$ cat src/rtl/cpu_bus_ctrl.sv
// Bus-timing controller for the 6502 core: clk_en divider, stretched CPU reset and slow-region wait states.
// Define CPU_BUS_CTRL_WAIT_EN to build in the wait-state FSM; without it every slot issues clk_en.
module cpu_bus_ctrl #(
    parameter int unsigned CLK_DIV        = 10,
    parameter int unsigned RST_ASSERT_LEN = 10,
    parameter int unsigned WAIT_STATES    = 2,
    parameter logic [15:0] SLOW_BASE      = 16'h8000,
    parameter logic [15:0] SLOW_LIMIT     = 16'hFFFF
) (
    input  logic        clk,
    input  logic        rst,
    input  logic [15:0] addr,
    output logic        clk_en,
    output logic        cpu_rstn,
    output logic        busy,
    output logic [15:0] stall_cnt
);

    logic [7:0] div_q;
    logic [7:0] div_d;
    logic       slot;
    logic       suppress;
    logic       clk_en_q;
    logic       cpu_rstn_q;
    logic       cpu_rstn_d;
    logic [7:0] rst_cnt_q;
    logic [7:0] rst_cnt_d;

    assign slot  = (div_q == 8'(CLK_DIV - 1));
    assign div_d = slot ? '0 : div_q + 8'd1;

    // A pulse is counted on the edge that ends it, so release coincides with clk_en falling.
    always_comb begin
        rst_cnt_d  = rst_cnt_q;
        cpu_rstn_d = cpu_rstn_q;
        if (clk_en_q && !cpu_rstn_q) begin
            rst_cnt_d  = rst_cnt_q + 8'd1;
            cpu_rstn_d = (rst_cnt_d == 8'(RST_ASSERT_LEN));
        end
    end

    always_ff @(posedge clk) begin
        if (rst) begin
            div_q      <= '0;
            clk_en_q   <= 1'b0;
            cpu_rstn_q <= 1'b0;
            rst_cnt_q  <= '0;
        end else begin
            div_q      <= div_d;
            clk_en_q   <= slot && !suppress;
            cpu_rstn_q <= cpu_rstn_d;
            rst_cnt_q  <= rst_cnt_d;
        end
    end

    assign clk_en   = clk_en_q;
    assign cpu_rstn = cpu_rstn_q;

`ifdef CPU_BUS_CTRL_WAIT_EN
    typedef enum logic {ST_RUN, ST_WAIT} state_e;

    state_e      state_q;
    state_e      state_d;
    logic [3:0]  wcnt_q;
    logic [3:0]  wcnt_d;
    logic        busy_q;
    logic [15:0] stall_q;
    logic [15:0] stall_d;
    logic        slow_hit;

    assign slow_hit = (WAIT_STATES != 0) && (addr >= SLOW_BASE) && (addr <= SLOW_LIMIT);

    always_comb begin
        state_d  = state_q;
        wcnt_d   = wcnt_q;
        suppress = 1'b0;
        if (slot) begin
            case (state_q)
                ST_RUN: begin
                    if (cpu_rstn_q && slow_hit) begin
                        suppress = 1'b1;
                        wcnt_d   = 4'(WAIT_STATES - 1);
                        state_d  = ST_WAIT;
                    end
                end
                ST_WAIT: begin
                    if (wcnt_q != 4'd0) begin
                        suppress = 1'b1;
                        wcnt_d   = wcnt_q - 4'd1;
                    end else begin
                        state_d = ST_RUN;
                    end
                end
                default: state_d = ST_RUN;
            endcase
        end
        stall_d = (suppress && (stall_q != '1)) ? stall_q + 16'd1 : stall_q;
    end

    always_ff @(posedge clk) begin
        if (rst) begin
            state_q <= ST_RUN;
            wcnt_q  <= '0;
            busy_q  <= 1'b0;
            stall_q <= '0;
        end else begin
            state_q <= state_d;
            wcnt_q  <= wcnt_d;
            busy_q  <= (state_d == ST_WAIT);
            stall_q <= stall_d;
        end
    end

    assign busy      = busy_q;
    assign stall_cnt = stall_q;
`else
    logic unused_wait_cfg;

    assign suppress        = 1'b0;
    assign busy            = 1'b0;
    assign stall_cnt       = '0;
    assign unused_wait_cfg = ^{addr, SLOW_BASE, SLOW_LIMIT, 32'(WAIT_STATES)};
`endif

endmodule

$ cat config.mk
export PLATFORM = sky130hd
export DESIGN_NAME = cpu_bus_ctrl
export DESIGN_NICKNAME = d
export VERILOG_FILES = /design/src/rtl/cpu_bus_ctrl.sv
export SDC_FILE = /design/constraint.sdc
export NUM_CORES = 1
export LEC_CHECK = 0
export CORE_MARGIN = 1.5
export CORE_UTILIZATION = 39
export DETAILED_ROUTE_END_ITERATION = 12
export PLACE_DENSITY = 0.72
export SYNTH_ARGS = -nofsm -noshare
export SYNTH_HDL_FRONTEND = slang
export SYNTH_SLANG_ARGS = --single-unit
$ cat constraint.sdc
create_clock -name clk -period 1.19 [get_ports clk]
set_input_delay 0.2975 -clock clk [delete_from_list [all_inputs] [get_ports clk]]
set_output_delay 0.2975 -clock clk [all_outputs]
set_load 0.005 [all_outputs]
=== After elaboration in Yosys (flattened, before gate mapping) ===
Index checks and enable logic that the tools add are counted.

* Register bits after elaboration: 18
* Bits in latches: 0
* Bits in writable memories: 0
* Bits in read-only memories: 0
* Logic and storage cells: 11
* Memories: 0

* Add/subtract/negate cells: 2
* $mul: 0
* Divide/modulo/power cells: 0
* $lt $le $gt $ge: 0
* Eq/ne operators: 2
* Shift-type cells: 0
* Multiplexer cells: 0
* Bitwise gates (word level): 0
* Reductions and logical operators: 3

{| class="wikitable"
|+ Operator list
! operator !! count
|-
| $add A8 B1 Y8 const B || 2
|-
| $eq A8 B4 Y1 const B || 2
|-
| $reduce_or A2 Y1 || 1
|-
| $logic_and A1 B1 Y1 || 1
|-
| $logic_not A1 Y1 || 1
|}

=== Depth between registers and ports, before layout ===
* Depth after elaboration: 2
* Gate-level depth with buffers: 5

=== Worst setup path before layout ===
OpenSTA, ideal clock, no wires.

* Path kind: register to register
* From: register rst_cnt_q[0]
* To: register cpu_rstn_q (netlist: cpu_rstn)
* Library setup time: 0.084 ns
* Arrival: 1.207 ns
* Setup slack: -0.102 ns
* Cell stages (with the launch flop): 6
* Clock period less this slack: 1.292 ns
* Cell sequence: dfxtp_1 -> ha_1 -> xor2_1 -> nor4_2 -> o2111ai_1 -> o31ai_2

* Cells in the longest elaborated chain, start to end: 2

{| class="wikitable"
|+ Ends and longest elaborated chain
! item !! RTL line !! source
|-
| start: declaration || 26 || <nowiki>logic [7:0] rst_cnt_q;</nowiki>
|-
| start signal: assignment || 52 || <nowiki>rst_cnt_q <= rst_cnt_d;</nowiki>
|-
| $add A8 B1 Y8 || 37 || <nowiki>rst_cnt_d = rst_cnt_q + 8'd1;</nowiki>
|-
| $eq A8 B4 Y1 || 38 || <nowiki>cpu_rstn_d = (rst_cnt_d == 8'(RST_ASSERT_LEN));</nowiki>
|-
| end signal: assignment || 51 || <nowiki>cpu_rstn_q <= cpu_rstn_d;</nowiki>
|-
| end: declaration || 24 || <nowiki>logic cpu_rstn_q;</nowiki>
|}

No other way between the ends.
A chain may end at the register's enable or synchronous reset.

=== Final worst setup path ===
* From: register rst_cnt_q[4]
* To: register cpu_rstn_q (netlist: cpu_rstn)

Same word-level chain as after synthesis.

==> results by group <==
Global route
  – Number of antenna violations at the first check in global routing: 0
  – Maximum number of pins on one net before global-route repair: 11
  – Global Route met1 Usage: 16.3%
  – Overall track demand over capacity in global routing: around 13%
  – Peak-usage layer in the global routing report: met2
  – Wire length of the first global-routing pass: between 2000 and 3000 um
  – Global-route track usage on met2: 22.4%
  – Met3 track demand over resource in global routing: 3.39%
  – Remaining global-route overflow: 0
  – Number of global-route vias before repair: between 600 and 700

Power and ir drop
  – Power density of the placed cells: ~900 nW/um2
  – Share of total power in combinational logic: 5.4%
  – Clock network fraction of design power: 34.5%
  – Net switching power: approximately 0.22 mW
  – Switching part of the total power: 20.9%
  – Internal power contribution: 0.817 mW
  – Largest voltage drop on the vdd net: 0.646 mV
  – Leakage power: roughly 0.50 nW
  – Total power: just over 1 mW
  – Seq pwr share: around 60%

Critical path
  – Maximum fanout encountered on the critical timing path: 6
  – Critical-path top delay cell: sky130_fd_sc_hd__dfxtp_2
  – Chain of cells forming the critical path: and3_2 -> a311oi_2 -> o2111ai_1 -> o31ai_2
  – Worst setup path class: reg -> reg
  – Buffer and inverter count on the worst path: 0
  – Critical R2R Capture: cpu_rstn
  – Required time of the worst setup path: between 1 and 1.5 ns
  – Element type at the critical path start: flop
  – Worst reg2reg startpoint: rst_cnt_q[4]
  – Gate family responsible for the most delay along the worst path: compound AO/OA/AOI/OAI gates
  – Worst setup path endpoint: cpu_rstn
  – Maximum single-stage delay on the critical path: roughly 0.36 ns
  – Critical Path Start: rst_cnt_q[4]
  – Reg-to-reg setup timing slack: -0.08 ns
  – Data arrival time of the critical path: approximately 1.5 ns
  – Number of cells on the critical path: 4
  – CP endpoint kind: flop
  – Logic depth of the worst register-to-register path: 4

Synthesis
  – Cell area after synthesis: approximately 990 um2
  – Parity-gate share of the synthesized area counting xor and xnor cells: 13.3%
  – Synth unique cells: 30
  – Yosys warning total: 0
  – Register area share after synthesis: between 30 and 40%
  – Dominant combinational cell family by area after synthesis: simple AND/OR/NAND/NOR gates
  – Mux share of post-synthesis cell area: around 1.0%
  – Area fraction in compound gates after synthesis: around 4.4%
  – Area share of and/or/nand/nor cells after synthesis: around 24%
  – Mean post-synth cell area: about 8.8 um2
  – Post-synthesis share of cell area spent on full adders, half adders and majority gates: under 10%
  – Post-Synthesis Cells: roughly 110
  – Yosys reg bits: 18

Timing
  – Final setup skew: about 0.0084 ns
  – Final setup vio count: 1
  – Final Hold Violating Endpoints: 0
  – Max-slew violation count: 0
  – Upper clock frequency limit: a little under 800 MHz
  – Final worst setup slack: -0.0780 ns
  – Unrepaired setup endpoints after global routing: true
  – Final clock period utilization by the worst path: 107%
  – Final worst path period need: between 1 and 1.5 ns

Clock network
  – CTS clk-pin slew, worst paths: roughly 0.1 ns
  – CTS H-tree lvls: 1
  – Buffer cell driving the clock tree root: sky130_fd_sc_hd__clkbuf_4
  – Clock latency reported for the late side of the worst-skew pair: ~0.28 ns
  – Number of CTS-inserted buffers: 3
  – CTS tree: done
  – Maximum number of buffers from clock root to sink: 2
  – Num Clock Sinks: 18
  – Number of buffers added to fix hold violations after cts: 0

Placement
  – Pre-CTS setup slack: -0.0893 ns
  – Routability cong.: 0.766
  – DP Area: between 1000 and 1500 um2
  – HPWL after DPL: between 1000 and 1500 um
  – Placed Cells: around 150
  – Port buffer count: 3

Route
  – Routed via count: 753
  – Via-per-instance ratio: ~4.7
  – Post-Route WL: approximately 1600 um
  – DRT antenna net count: 0
  – DRC violation count after routing: 0
  – DRT Pass-1 Iters: 4
  – Number of design-rule violations left by the first detailed-router iteration: 8
  – Wire length per cell after detailed routing: slightly above 10 um

Floorplan
  – Initial Utilization: about two fifths
  – I/O pin total: 37
  – Die area: approximately 2800 um2
  – Horizontal die dimension: 53.3 um
  – Area of the placeable core: roughly 2400 um2
  – Cell Rows: 18
  – Vert. Die Dim: around 53 um

Run status
  – Outcome: finished, violations left
  – Violations in the final reports: setup timing

Final layout
  – Growth of design area from synthesis to finish: 19.4%
  – Number of cells in the finished layout apart from fillers: 160
  – Layout fillers: 242
  – Number of nets in the layout: between 150 and 200
  – Share of cells above drive strength 1: between 30% and 40%
  – Final standard cell area without fillers: between 1000 and 1500 um2
  – Final antenna diode count: 0
  – Final core occ: 48.5%

Min path
  – Launch instance of the worst min-delay path: div_q[0]
  – Worst hold path type: reg -> reg

Run
  – Max-capacitance violation count: 0
[worst min path at each step]
stage	endpoint	depth (start not counted)
after global placement	div_q[0]	1
after global routing	div_q[0]	1
after detailed placement	div_q[0]	1
after CTS	div_q[0]	1
after floorplan	div_q[0]	1
final	div_q[0]	1
[cells in the final DEF, fill, tap and decap left out, drive strengths merged, types with 2 or more instances in the layout]
master,instances
and3,3
buf,14
clkbuf,4
clkdlybuf4s15,2
conb,17
dfxtp,18
ha,4
inv,4
nand2,6
nand3,6
nand4,3
nor2,17
nor3,2
nor4,3
xnor2,4
xor2,11
[flip-flops by register name, summed over array words and instances (netlist names)]
name       count
div_q          8
rst_cnt_q      8
clk_en         1
cpu_rstn       1
[final cells by class]
type | instances | area [um2] | area share (%)
inverter | 4 | 15.0 | 1.27
timing repair buffer | 17 | 143 | 12.1
clock buffer | 4 | 36.3 | 3.08
sequential | 18 | 372 | 31.5
multi-input combinational | 87 | 577 | 48.9
tap | 30 | 37.5 | 3.18
[cell usage after synthesis]
library cell	count	area [um2]
sky130_fd_sc_hd__nand4_1	3	18.8
sky130_fd_sc_hd__nand2_1	6	22.5
sky130_fd_sc_hd__o31ai_2	1	12.5
sky130_fd_sc_hd__nand3_2	1	10.0
sky130_fd_sc_hd__nor4b_1	1	8.76
sky130_fd_sc_hd__nor2b_1	1	6.26
sky130_fd_sc_hd__nand3_1	5	25.0
sky130_fd_sc_hd__buf_4	17	128
sky130_fd_sc_hd__a31oi_1	1	6.26
sky130_fd_sc_hd__xor2_1	11	96.3
sky130_fd_sc_hd__a311oi_1	1	8.76
sky130_fd_sc_hd__dfxtp_1	18	360
sky130_fd_sc_hd__o2111ai_1	1	8.76
sky130_fd_sc_hd__nor2_1	17	63.8
sky130_fd_sc_hd__xnor2_1	4	35.0
sky130_fd_sc_hd__mux2i_1	1	10.0
sky130_fd_sc_hd__nor4_2	2	25.0
sky130_fd_sc_hd__clkbuf_1	1	3.75
sky130_fd_sc_hd__buf_2	1	5.00
sky130_fd_sc_hd__and3_2	1	7.51
sky130_fd_sc_hd__nand2b_1	1	6.26
sky130_fd_sc_hd__a211oi_1	1	7.51
sky130_fd_sc_hd__and3_1	2	12.5
sky130_fd_sc_hd__ha_1	4	50.1
sky130_fd_sc_hd__nor3_1	2	10.0
sky130_fd_sc_hd__nand4b_1	1	8.76
sky130_fd_sc_hd__conb_1	1	3.75
sky130_fd_sc_hd__nor4_1	1	6.26
sky130_fd_sc_hd__or2_2	1	6.26
sky130_fd_sc_hd__inv_1	4	15.0
[repair_timing]
item,4_1_cts,5_1_grt
gates resized for setup,9,10
hold endpoints to repair,0,0
endpoints found under the setup margin,5,13
buffers inserted,2,0
pin swaps,1,0
[routing by layer]
layer	routed length (um)	part of all wire (%)	up-vias
met5	0	0	-
met3	34	2.1	2
met1	721	44	367
met2	887	54	7
met4	4	0.24	0
li1	-	-	377
[power groups by stage]
stage | logic, mW | clock network [mW] | registers, mW
final | 0.0558 | 0.357 | 0.621
after global routing | 0.0664 | 0.415 | 0.623
after CTS | 0.0548 | 0.378 | 0.620
after detailed placement | 0.0542 | 0 | 0.634
after global placement | 0.0508 | 0 | 0.633
after floorplan | 0.0759 | 0 | 0.633
[stage by stage]
step,hold slack [ns],setup TNS (ns)
floorplan,0.453,0
global placement,0.473,-0.316
detailed placement,0.494,-0.461
CTS,0.517,-0.0759
global route,0.497,-0.620
finish,0.469,-0.0780
[logic make-up (layout without fill, tap and decap cells)]
family / count (synthesis) / count (layout)
fa+ha+maj: 4 / 4
other cells: 1 / 17
xor+xnor: 15 / 15
compound gates: 5 / 5
flops: 18 / 18
simple gates: 45 / 45
mux: 1 / 1
buf+inv: 23 / 25
Power figures use the tool's default switching activity.
